===== src/rtl/dmem_arbiter_if.sv =====
// One requester's connection to the dmem arbiter: request fields in, grant and response out.
interface dmem_arbiter_if #(
  parameter int XLEN = 64
);
  logic            req;
  logic            we;
  logic            lock;
  logic [2:0]      op;
  logic [XLEN-1:0] addr;
  logic [XLEN-1:0] wdata;
  logic            gnt;
  logic            rvalid;
  logic            err;
  logic [XLEN-1:0] rdata;

  modport master (
    output req, we, lock, op, addr, wdata,
    input  gnt, rvalid, err, rdata
  );

  modport slave (
    input  req, we, lock, op, addr, wdata,
    output gnt, rvalid, err, rdata
  );
endinterface


===== src/rtl/dmem_arbiter.sv =====
// Two-port round-robin arbiter in front of the single-port dmem, with bounded
// lock, misaligned-access rejection and a one-cycle registered load response.
module dmem_arbiter #(
  parameter int XLEN     = 64,
  parameter int MAX_HOLD = 4
) (
  input  logic            clk,
  input  logic            rst_n,
  dmem_arbiter_if.slave   m0,
  dmem_arbiter_if.slave   m1,
  output logic            mem_read,
  output logic            mem_write,
  output logic [2:0]      mem_op,
  output logic [XLEN-1:0] mem_addr,
  output logic [XLEN-1:0] mem_wdata,
  input  logic [XLEN-1:0] mem_rdata
);
  localparam int              HW       = $clog2(MAX_HOLD + 1);
  localparam logic [HW-1:0]   HOLD_MAX = HW'(MAX_HOLD);
  localparam logic [2:0]      MEM_INV  = 3'd7;

  // Codes outside the defined set are checked as byte accesses.
  function automatic logic misaligned(input logic [2:0] op, input logic [2:0] lsb);
    logic [1:0] sz_log2;
    sz_log2 = (op == MEM_INV) ? 2'd0 : op[1:0];
    case (sz_log2)
      2'd0:    misaligned = 1'b0;
      2'd1:    misaligned = lsb[0];
      2'd2:    misaligned = |lsb[1:0];
      default: misaligned = |lsb;
    endcase
  endfunction

  logic            prio;
  logic            owner;
  logic            owner_vld;
  logic [HW-1:0]   hold_cnt;
  logic            any_req;
  logic            lock_active;
  logic            sel;
  logic            sel_we;
  logic            sel_lock;
  logic            sel_mis;
  logic [2:0]      sel_op;
  logic [XLEN-1:0] sel_addr;
  logic [XLEN-1:0] sel_wdata;
  logic [1:0]      rsp_vld_p1;
  logic [1:0]      rsp_err_p1;
  logic [XLEN-1:0] rdata0_p1;
  logic [XLEN-1:0] rdata1_p1;

  // p0: combinational grant and dmem drive
  always_comb begin
    any_req     = m0.req | m1.req;
    lock_active = owner_vld & (owner ? m1.req : m0.req);
    if (m0.req && m1.req)
      sel = (lock_active && (hold_cnt < HOLD_MAX)) ? owner : prio;
    else
      sel = m1.req;
  end

  assign sel_we    = sel ? m1.we    : m0.we;
  assign sel_lock  = sel ? m1.lock  : m0.lock;
  assign sel_op    = sel ? m1.op    : m0.op;
  assign sel_addr  = sel ? m1.addr  : m0.addr;
  assign sel_wdata = sel ? m1.wdata : m0.wdata;
  assign sel_mis   = misaligned(sel_op, sel_addr[2:0]);

  assign m0.gnt    = any_req & ~sel;
  assign m1.gnt    = any_req & sel;
  assign mem_read  = any_req & ~sel_mis & ~sel_we;
  assign mem_write = any_req & ~sel_mis & sel_we;
  assign mem_op    = any_req ? sel_op    : '0;
  assign mem_addr  = any_req ? sel_addr  : '0;
  assign mem_wdata = any_req ? sel_wdata : '0;

  always_ff @(posedge clk or negedge rst_n) begin
    if (!rst_n) begin
      prio      <= 1'b0;
      owner     <= 1'b0;
      owner_vld <= 1'b0;
      hold_cnt  <= '0;
    end else if (any_req) begin
      prio      <= ~sel;
      owner     <= sel;
      owner_vld <= sel_lock;
      if (owner_vld && (owner == sel))
        hold_cnt <= (hold_cnt < HOLD_MAX) ? hold_cnt + 1'b1 : HOLD_MAX;
      else
        hold_cnt <= HW'(1);
    end
  end

  // p1: registered response, one cycle after the grant
  always_ff @(posedge clk or negedge rst_n) begin
    if (!rst_n) begin
      rsp_vld_p1 <= '0;
      rsp_err_p1 <= '0;
      rdata0_p1  <= '0;
      rdata1_p1  <= '0;
    end else begin
      rsp_vld_p1 <= '0;
      rsp_err_p1 <= '0;
      if (any_req) begin
        if (sel_mis) begin
          rsp_err_p1[sel] <= 1'b1;
        end else if (!sel_we) begin
          rsp_vld_p1[sel] <= 1'b1;
          if (sel) rdata1_p1 <= mem_rdata;
          else     rdata0_p1 <= mem_rdata;
        end
      end
    end
  end

  assign m0.rvalid = rsp_vld_p1[0];
  assign m0.err    = rsp_err_p1[0];
  assign m0.rdata  = rdata0_p1;
  assign m1.rvalid = rsp_vld_p1[1];
  assign m1.err    = rsp_err_p1[1];
  assign m1.rdata  = rdata1_p1;
endmodule

===== src/flat_wrapper.sv =====
// flat-port wrapper written by rule: the top's interface ports become plain ports
module dmem_arbiter_flat 
#(
  parameter int XLEN     = 64,
  parameter int MAX_HOLD = 4
)
  (clk, rst_n, mem_read, mem_write, mem_op, mem_addr, mem_wdata, mem_rdata, m0_req, m0_we, m0_lock, m0_op, m0_addr, m0_wdata, m0_gnt, m0_rvalid, m0_err, m0_rdata, m1_req, m1_we, m1_lock, m1_op, m1_addr, m1_wdata, m1_gnt, m1_rvalid, m1_err, m1_rdata);
  dmem_arbiter_if #(.XLEN(XLEN)) m0_i ();
  dmem_arbiter_if #(.XLEN(XLEN)) m1_i ();
  input  logic clk;
  input  logic rst_n;
  output logic mem_read;
  output logic mem_write;
  output logic [2:0] mem_op;
  output logic [XLEN-1:0] mem_addr;
  output logic [XLEN-1:0] mem_wdata;
  input  logic [XLEN-1:0] mem_rdata;
  input wire logic [$bits(m0_i.req)-1:0] m0_req;
  input wire logic [$bits(m0_i.we)-1:0] m0_we;
  input wire logic [$bits(m0_i.lock)-1:0] m0_lock;
  input wire logic [$bits(m0_i.op)-1:0] m0_op;
  input wire logic [$bits(m0_i.addr)-1:0] m0_addr;
  input wire logic [$bits(m0_i.wdata)-1:0] m0_wdata;
  output wire logic [$bits(m0_i.gnt)-1:0] m0_gnt;
  output wire logic [$bits(m0_i.rvalid)-1:0] m0_rvalid;
  output wire logic [$bits(m0_i.err)-1:0] m0_err;
  output wire logic [$bits(m0_i.rdata)-1:0] m0_rdata;
  input wire logic [$bits(m1_i.req)-1:0] m1_req;
  input wire logic [$bits(m1_i.we)-1:0] m1_we;
  input wire logic [$bits(m1_i.lock)-1:0] m1_lock;
  input wire logic [$bits(m1_i.op)-1:0] m1_op;
  input wire logic [$bits(m1_i.addr)-1:0] m1_addr;
  input wire logic [$bits(m1_i.wdata)-1:0] m1_wdata;
  output wire logic [$bits(m1_i.gnt)-1:0] m1_gnt;
  output wire logic [$bits(m1_i.rvalid)-1:0] m1_rvalid;
  output wire logic [$bits(m1_i.err)-1:0] m1_err;
  output wire logic [$bits(m1_i.rdata)-1:0] m1_rdata;
  assign m0_i.req = m0_req;
  assign m0_i.we = m0_we;
  assign m0_i.lock = m0_lock;
  assign m0_i.op = m0_op;
  assign m0_i.addr = m0_addr;
  assign m0_i.wdata = m0_wdata;
  assign m0_gnt = m0_i.gnt;
  assign m0_rvalid = m0_i.rvalid;
  assign m0_err = m0_i.err;
  assign m0_rdata = m0_i.rdata;
  assign m1_i.req = m1_req;
  assign m1_i.we = m1_we;
  assign m1_i.lock = m1_lock;
  assign m1_i.op = m1_op;
  assign m1_i.addr = m1_addr;
  assign m1_i.wdata = m1_wdata;
  assign m1_gnt = m1_i.gnt;
  assign m1_rvalid = m1_i.rvalid;
  assign m1_err = m1_i.err;
  assign m1_rdata = m1_i.rdata;
  dmem_arbiter #(.XLEN(XLEN), .MAX_HOLD(MAX_HOLD)) u_core (.clk(clk), .rst_n(rst_n), .m0(m0_i), .m1(m1_i), .mem_read(mem_read), .mem_write(mem_write), .mem_op(mem_op), .mem_addr(mem_addr), .mem_wdata(mem_wdata), .mem_rdata(mem_rdata));
endmodule

===== config.mk =====
export PLATFORM = sky130hd
export DESIGN_NAME = dmem_arbiter_flat
export DESIGN_NICKNAME = d
export VERILOG_FILES = /design/src/rtl/dmem_arbiter_if.sv /design/src/rtl/dmem_arbiter.sv /design/src/flat_wrapper.sv
export SDC_FILE = /design/constraint.sdc
export NUM_CORES = 1
export LEC_CHECK = 0
export ABC_CLOCK_PERIOD_IN_PS = 2000
export CAP_MARGIN = 20
export CORE_AREA = 5 5 233 235
export DETAILED_ROUTE_END_ITERATION = 8
export DIE_AREA = 0 0 238 240
export GPL_TIMING_DRIVEN = 0
export PLACE_DENSITY = 0.41
export SLEW_MARGIN = 0
export SYNTH_ARGS = -nofsm -noshare
export SYNTH_HDL_FRONTEND = slang
export SYNTH_SLANG_ARGS = --single-unit
export TNS_END_PERCENT = 10

===== constraint.sdc =====
create_clock -name clk -period 2 [get_ports clk]
set_input_delay 0.4 -clock clk [delete_from_list [all_inputs] [get_ports clk]]
set_output_delay 0.4 -clock clk [all_outputs]
set_load 0.01 [all_outputs]

After elaboration in Yosys (flattened, before gate mapping)

Cells that the tools add are included.

Register bits after elaboration: 138
Bits in latches: 0
RAM bits: 0
ROM bits: 0
Input port bits: 334
Output and inout port bits: 267
Logic and storage cells: 57
Memories kept: 0

Add/subtract/negate cells: 1
$mul: 0
Div/mod/pow operators: 0
Magnitude comparators: 3
Eq/ne operators: 4
Shift-type cells: 0
Muxes and demuxes: 22
Bitwise gates (word level): 10
Reduce and logical (&&, ||, !) cells: 9

Operators with widths:

| operator            | count |
|---|---|
| $mux 64             | 4 |
| $mux 2              | 6 |
| $mux 3              | 4 |
| $reduce_and 4->1    | 2 |
| $and 1x1->1         | 6 |
| $mux 1              | 6 |
| $logic_and 1x1->1   | 4 |
| $add 3x1->3 const B | 1 |
| $eq 3x3->1 const B  | 1 |
| $lt 3x3->1 const B  | 1 |
| $not 1->1           | 3 |
| $pmux 1 s3          | 1 |
| $reduce_or 3->1     | 1 |
| $eq 2x1->1 const B  | 1 |
| $eq 2x2->1 const B  | 1 |
| $logic_not 2->1     | 1 |
| $lt 1x2->1 const B  | 1 |
| $reduce_or 2->1     | 1 |
| $demux 1 s1         | 1 |
| $eq 1x1->1          | 1 |
| $ge 1x1->1 const B  | 1 |
| $or 1x1->1          | 1 |

Logic depth before layout (Yosys ltp)

Depth in word-level cells: 13
Mapped depth: 8
Mapped depth without buffers: 5

Worst setup path after synthesis

No wires, ideal clock.

Path kind: flip-flop to output port
From: register u_core.owner_vld
To: output mem_addr[55]
Arrival time: 1.751 ns
Slack: -0.151 ns
Stages on the path, launching flop included: 7
Buffers on the path: 2
Cell sequence: dfrtp_1 nor2b_1 o311ai_4 clkbuf_1 buf_1 nand3_1 nand2_1

Word-level cells in the longest chain between the ends: 6

RTL lines:

| what                   | line               | RTL |
|---|---|---|
| from (decl)            | dmem_arbiter.sv:36 | `logic owner_vld;` |
| from (signal assigned) | dmem_arbiter.sv:86 | `owner_vld <= sel_lock;` |
| $and 1x1->1            | dmem_arbiter.sv:55 | `lock_active = owner_vld & (owner ? m1.req : m0.req);` |
| $logic_and 1x1->1      | dmem_arbiter.sv:57 | `sel = (lock_active && (hold_cnt < HOLD_MAX)) ? owner : prio;` |
| $mux 1                 | dmem_arbiter.sv:57 |  |
| $mux 1                 | dmem_arbiter.sv:56 | `if (m0.req && m1.req)` |
| $mux 64                | dmem_arbiter.sv:65 | `assign sel_addr = sel ? m1.addr : m0.addr;` |
| $mux 64                | dmem_arbiter.sv:74 | `assign mem_addr = any_req ? sel_addr : '0;` |
| to (decl)              | flat_wrapper.sv:15 | `output logic [XLEN-1:0] mem_addr;` |

No other way between the ends.

Worst setup path after layout

From: register u_core.owner_vld
To: output mem_addr[17]

Same word-level chain as after synthesis.

==> results.cfg <==
[outcome]
status = complete, but fails checks
violations = negative setup slack

[critical_path]
slowest_stage = dfrtp_2
crit_arrival_ns = 2.32
path_class = flip-flop to output pin
path_buf_inv = 6
crit_start = u_core.owner_vld$_DFFE_PN0N_
crit_family = buffers and inverters
cp_max_fo = 10
reg2reg_slack_ns = -0.21
cp-end-kind = output pin
crit_required_ns = 1.60
r2r_cells = 9
r2r-end = u_core.m0.rdata[19]$_DFFE_PN0P_
cp_common_cell = buf_12
r2r_start = u_core.owner_vld$_DFFE_PN0N_
critPathLaunchType = flip-flop
crit_chain = nor2b_4, o311ai_4, buf_12, inv_6, buf_12, buf_6, buf_8, nand2_1, nand2_2, clkdlybuf4s15_2
cpPeakStageDelay_ns = 0.41

[global_routing]
grt_max_degree = 72
grt_pass1_wl_mm = 68.73
grt.overflow.total = 0
grt_pass1_vias = 8996
track_usage = 0.1668
antenna_found_initial = 4

[drt]
postRouteAntennaNets = 0
drc = 0
viasPerCell = 3.963
drt_first_pass_iters = 4
vias = 8454
wirelength_mm = 51.45
drt-initial-drc-count = 310
wire_per_inst_um = 24.12

[clock_network]
cts_tree = yes
clockBufferDepth = 2
cts_buffers = 17
cts_num_sinks = 138
clkLatencyLatePin_ns = 0.44
cts_max_level = 4
cts.clk_slew.worst_paths_ns = 0.06
cts-root-buf = clkbuf_16

[placement]
placedInstanceArea_mm2 = 0.01403
hpwl_mm = 40.98
port_buffers = 599
place_congestion = 0.8970

[sta]
fin_skew_ns = 0.009799
hold_viol_final = 0
tightest_slew_ns = 0.8913
hold_slack_ns = 0.4244
min_period_ns = 2.716
slew_headroom = 0.4058
min_period_over_period = 1.358
rsz0062_at_grt = yes
setup_violations = 236
finalMaxSlewViolations = 0
worst_slack_ns = -0.7163
fmax_mhz = 368.2

[logic_synthesis]
synthCells = 772
ys_types = 30
synthTopCellsByCount = nand2_1, dfrtp_1, nand3_1
synth_top_cell_by_area = dfrtp_1
syn_area_mm2 = 0.007128
ys.flop_type = dfrtp_1
ys_seq_area_frac = 0.4845
yosys.area.top_type_share = 0.4845
ys_warn_count = 0
ys_async_sr_fraction = 1.000
synth_most_common_cell = nand2_1
avgSynthCellArea_um2 = 9.233
ys_ff_latch = 138
syn_nets = 1107
synth_edf_count = 0
synthTopCellsByArea = dfrtp_1, mux2_2, nand2_1

[worst_hold_path]
hold_path.class = input pin to flip-flop
whs_path_depth = 2
hold_path_end = u_core.hold_cnt[2]$_DFFE_PN0N_
hold_start = m1_req

[pwr]
powerDensity_mw_per_mm2 = 910.0
ir_drop_v = 0.0007919
power.leakage_nw = 7.369

[job]
drv_cap = 0

[die]
rows = 84
initial_utilization = 0.1370
core_area_mm2 = 0.05202
fp.dieArea_mm2 = 0.05712
die_h_um = 240
ios = 601
dieWidth_um = 238

[layout]
stdcell_area_mm2 = 0.01614
drive_gt1_frac = 0.3229
nets = 1766
synthToLayoutAreaGrowth_pct = 126.4
## report_power, final
group	leakage, nW	switching [W]	total (W)	internal (W)
combinational	5.43	0.00299	0.00723	0.00424
clock	0.297	0.00129	0.00326	0.00197
sequential	1.64	0.000523	0.00420	0.00367
total	7.37	0.00480	0.0147	0.00988
## how the worst max path moves through the flow
| stage | end | slack (ns) | depth (start not counted) |
|---|---|---|---|
| 2_1_floorplan | mem_read | -0.09 | 6 |
| 3_3_place_gp | u_core.rsp_err_p1[1]$_DFF_PN0_ | -5.78 | 1 |
| 3_5_place_dp | mem_addr[46] | -2.18 | 8 |
| 4_1_cts | mem_read | -0.78 | 8 |
| 5_1_grt | mem_read | -0.83 | 8 |
| 6_report | mem_addr[17] | -0.72 | 10 |
## registers in the layout (all words and copies together), names as in the netlist
signal             flops
u_core.hold_cnt        3
u_core.owner           1
u_core.rsp_vld_p1      2
u_core.prio            1
u_core.owner_vld       1
u_core.m1.rdata       64
u_core.rsp_err_p1      2
u_core.m0.rdata       64
## cell usage in the layout (no fill, tap or decap), drive strengths merged
cell type      count
dlygate4sd3        1
o311ai             1
a211o              1
o211ai             1
nand3            129
dlygate4sd2        1
nor2b              2
a311oi             1
o21ai              2
mux2             128
ha                 1
inv                9
nand3b             1
or3                1
nor3               1
or2                1
clkdlybuf4s50    462
clkbuf            59
nand4b             2
clkdlybuf4s15      7
a32o               1
bufinv             2
nand4bb            1
a21oi             14
clkinv             4
nand2            269
diode              2
nor2               6
dfrtp            138
a22oi              1
a311o              2
buf              191
a211oi             3
## worst register-to-register path, stage by stage, from the launching register on
cell	delay (ns)
dfrtp_2	0.41
buf_6	0.13
nand4b_1	0.09
o211ai_1	0.16
buf_4	0.21
nor3_4	0.30
buf_12	0.21
buf_4	0.14
buf_12	0.11
mux2_2	0.33
## logic make-up after synthesis
| group | Yosys count | synth area share |
|---|---|---|
| fa+ha+maj | 1 | 0.001755 |
| flops | 138 | 0.4845 |
| buf+inv | 65 | 0.04002 |
| compound gates | 27 | 0.02686 |
| simple gates | 413 | 0.2447 |
| mux | 128 | 0.2022 |
## cell type report
type	instances	area, µm²
clock buffer	22	484.2
tap	688	860.8
timing repair buffer	640	6192
inverter	6	27.53
buffer	59	839.6
multi-input combinational	569	4161
antenna	2	5.005
sequential	138	3458
fill	5497	35890
clock inverter	9	110.1
## per-stage QoR
step | utilization | setup TNS [ns] | power (W) | cells | setup WS [ns]
detailed placement | 0.2698 | -353.77 | 0.01050 | 2060 | -2.180
finish | 0.3102 | -95.56 | 0.01469 | 2133 | -0.7163
global route | 0.3101 | -118.94 | 0.01550 | 2131 | -0.8294
CTS | 0.2952 | -132.33 | 0.01428 | 2119 | -0.7776
global placement | 0.2692 | -1143.06 | 0.01051 | 2059 | -5.784
floorplan | - | -3.482 | 0.006240 | 772 | -0.08647
## layer usage
layer / track usage / vias to the layer above / share of wire
met5: 0 / - / 0.00066
met4: 0.03078 / 6 / 0.012
met3: 0.07674 / 35 / 0.099
met2: 0.2941 / 391 / 0.50
met1: 0.1876 / 4106 / 0.39
li1: - / 3916 / -
## what timing repair did
item / CTS / global route
gates resized for setup: 773 / 240
endpoints found under the setup margin: 269 / 259
hold endpoints to repair: 48 / 0
buffers inserted: 24 / 11
pin swaps: 50 / 19
cloned: 3 / 2
hold buffers: 1 / 0
(Power assumes the default switching activity.)
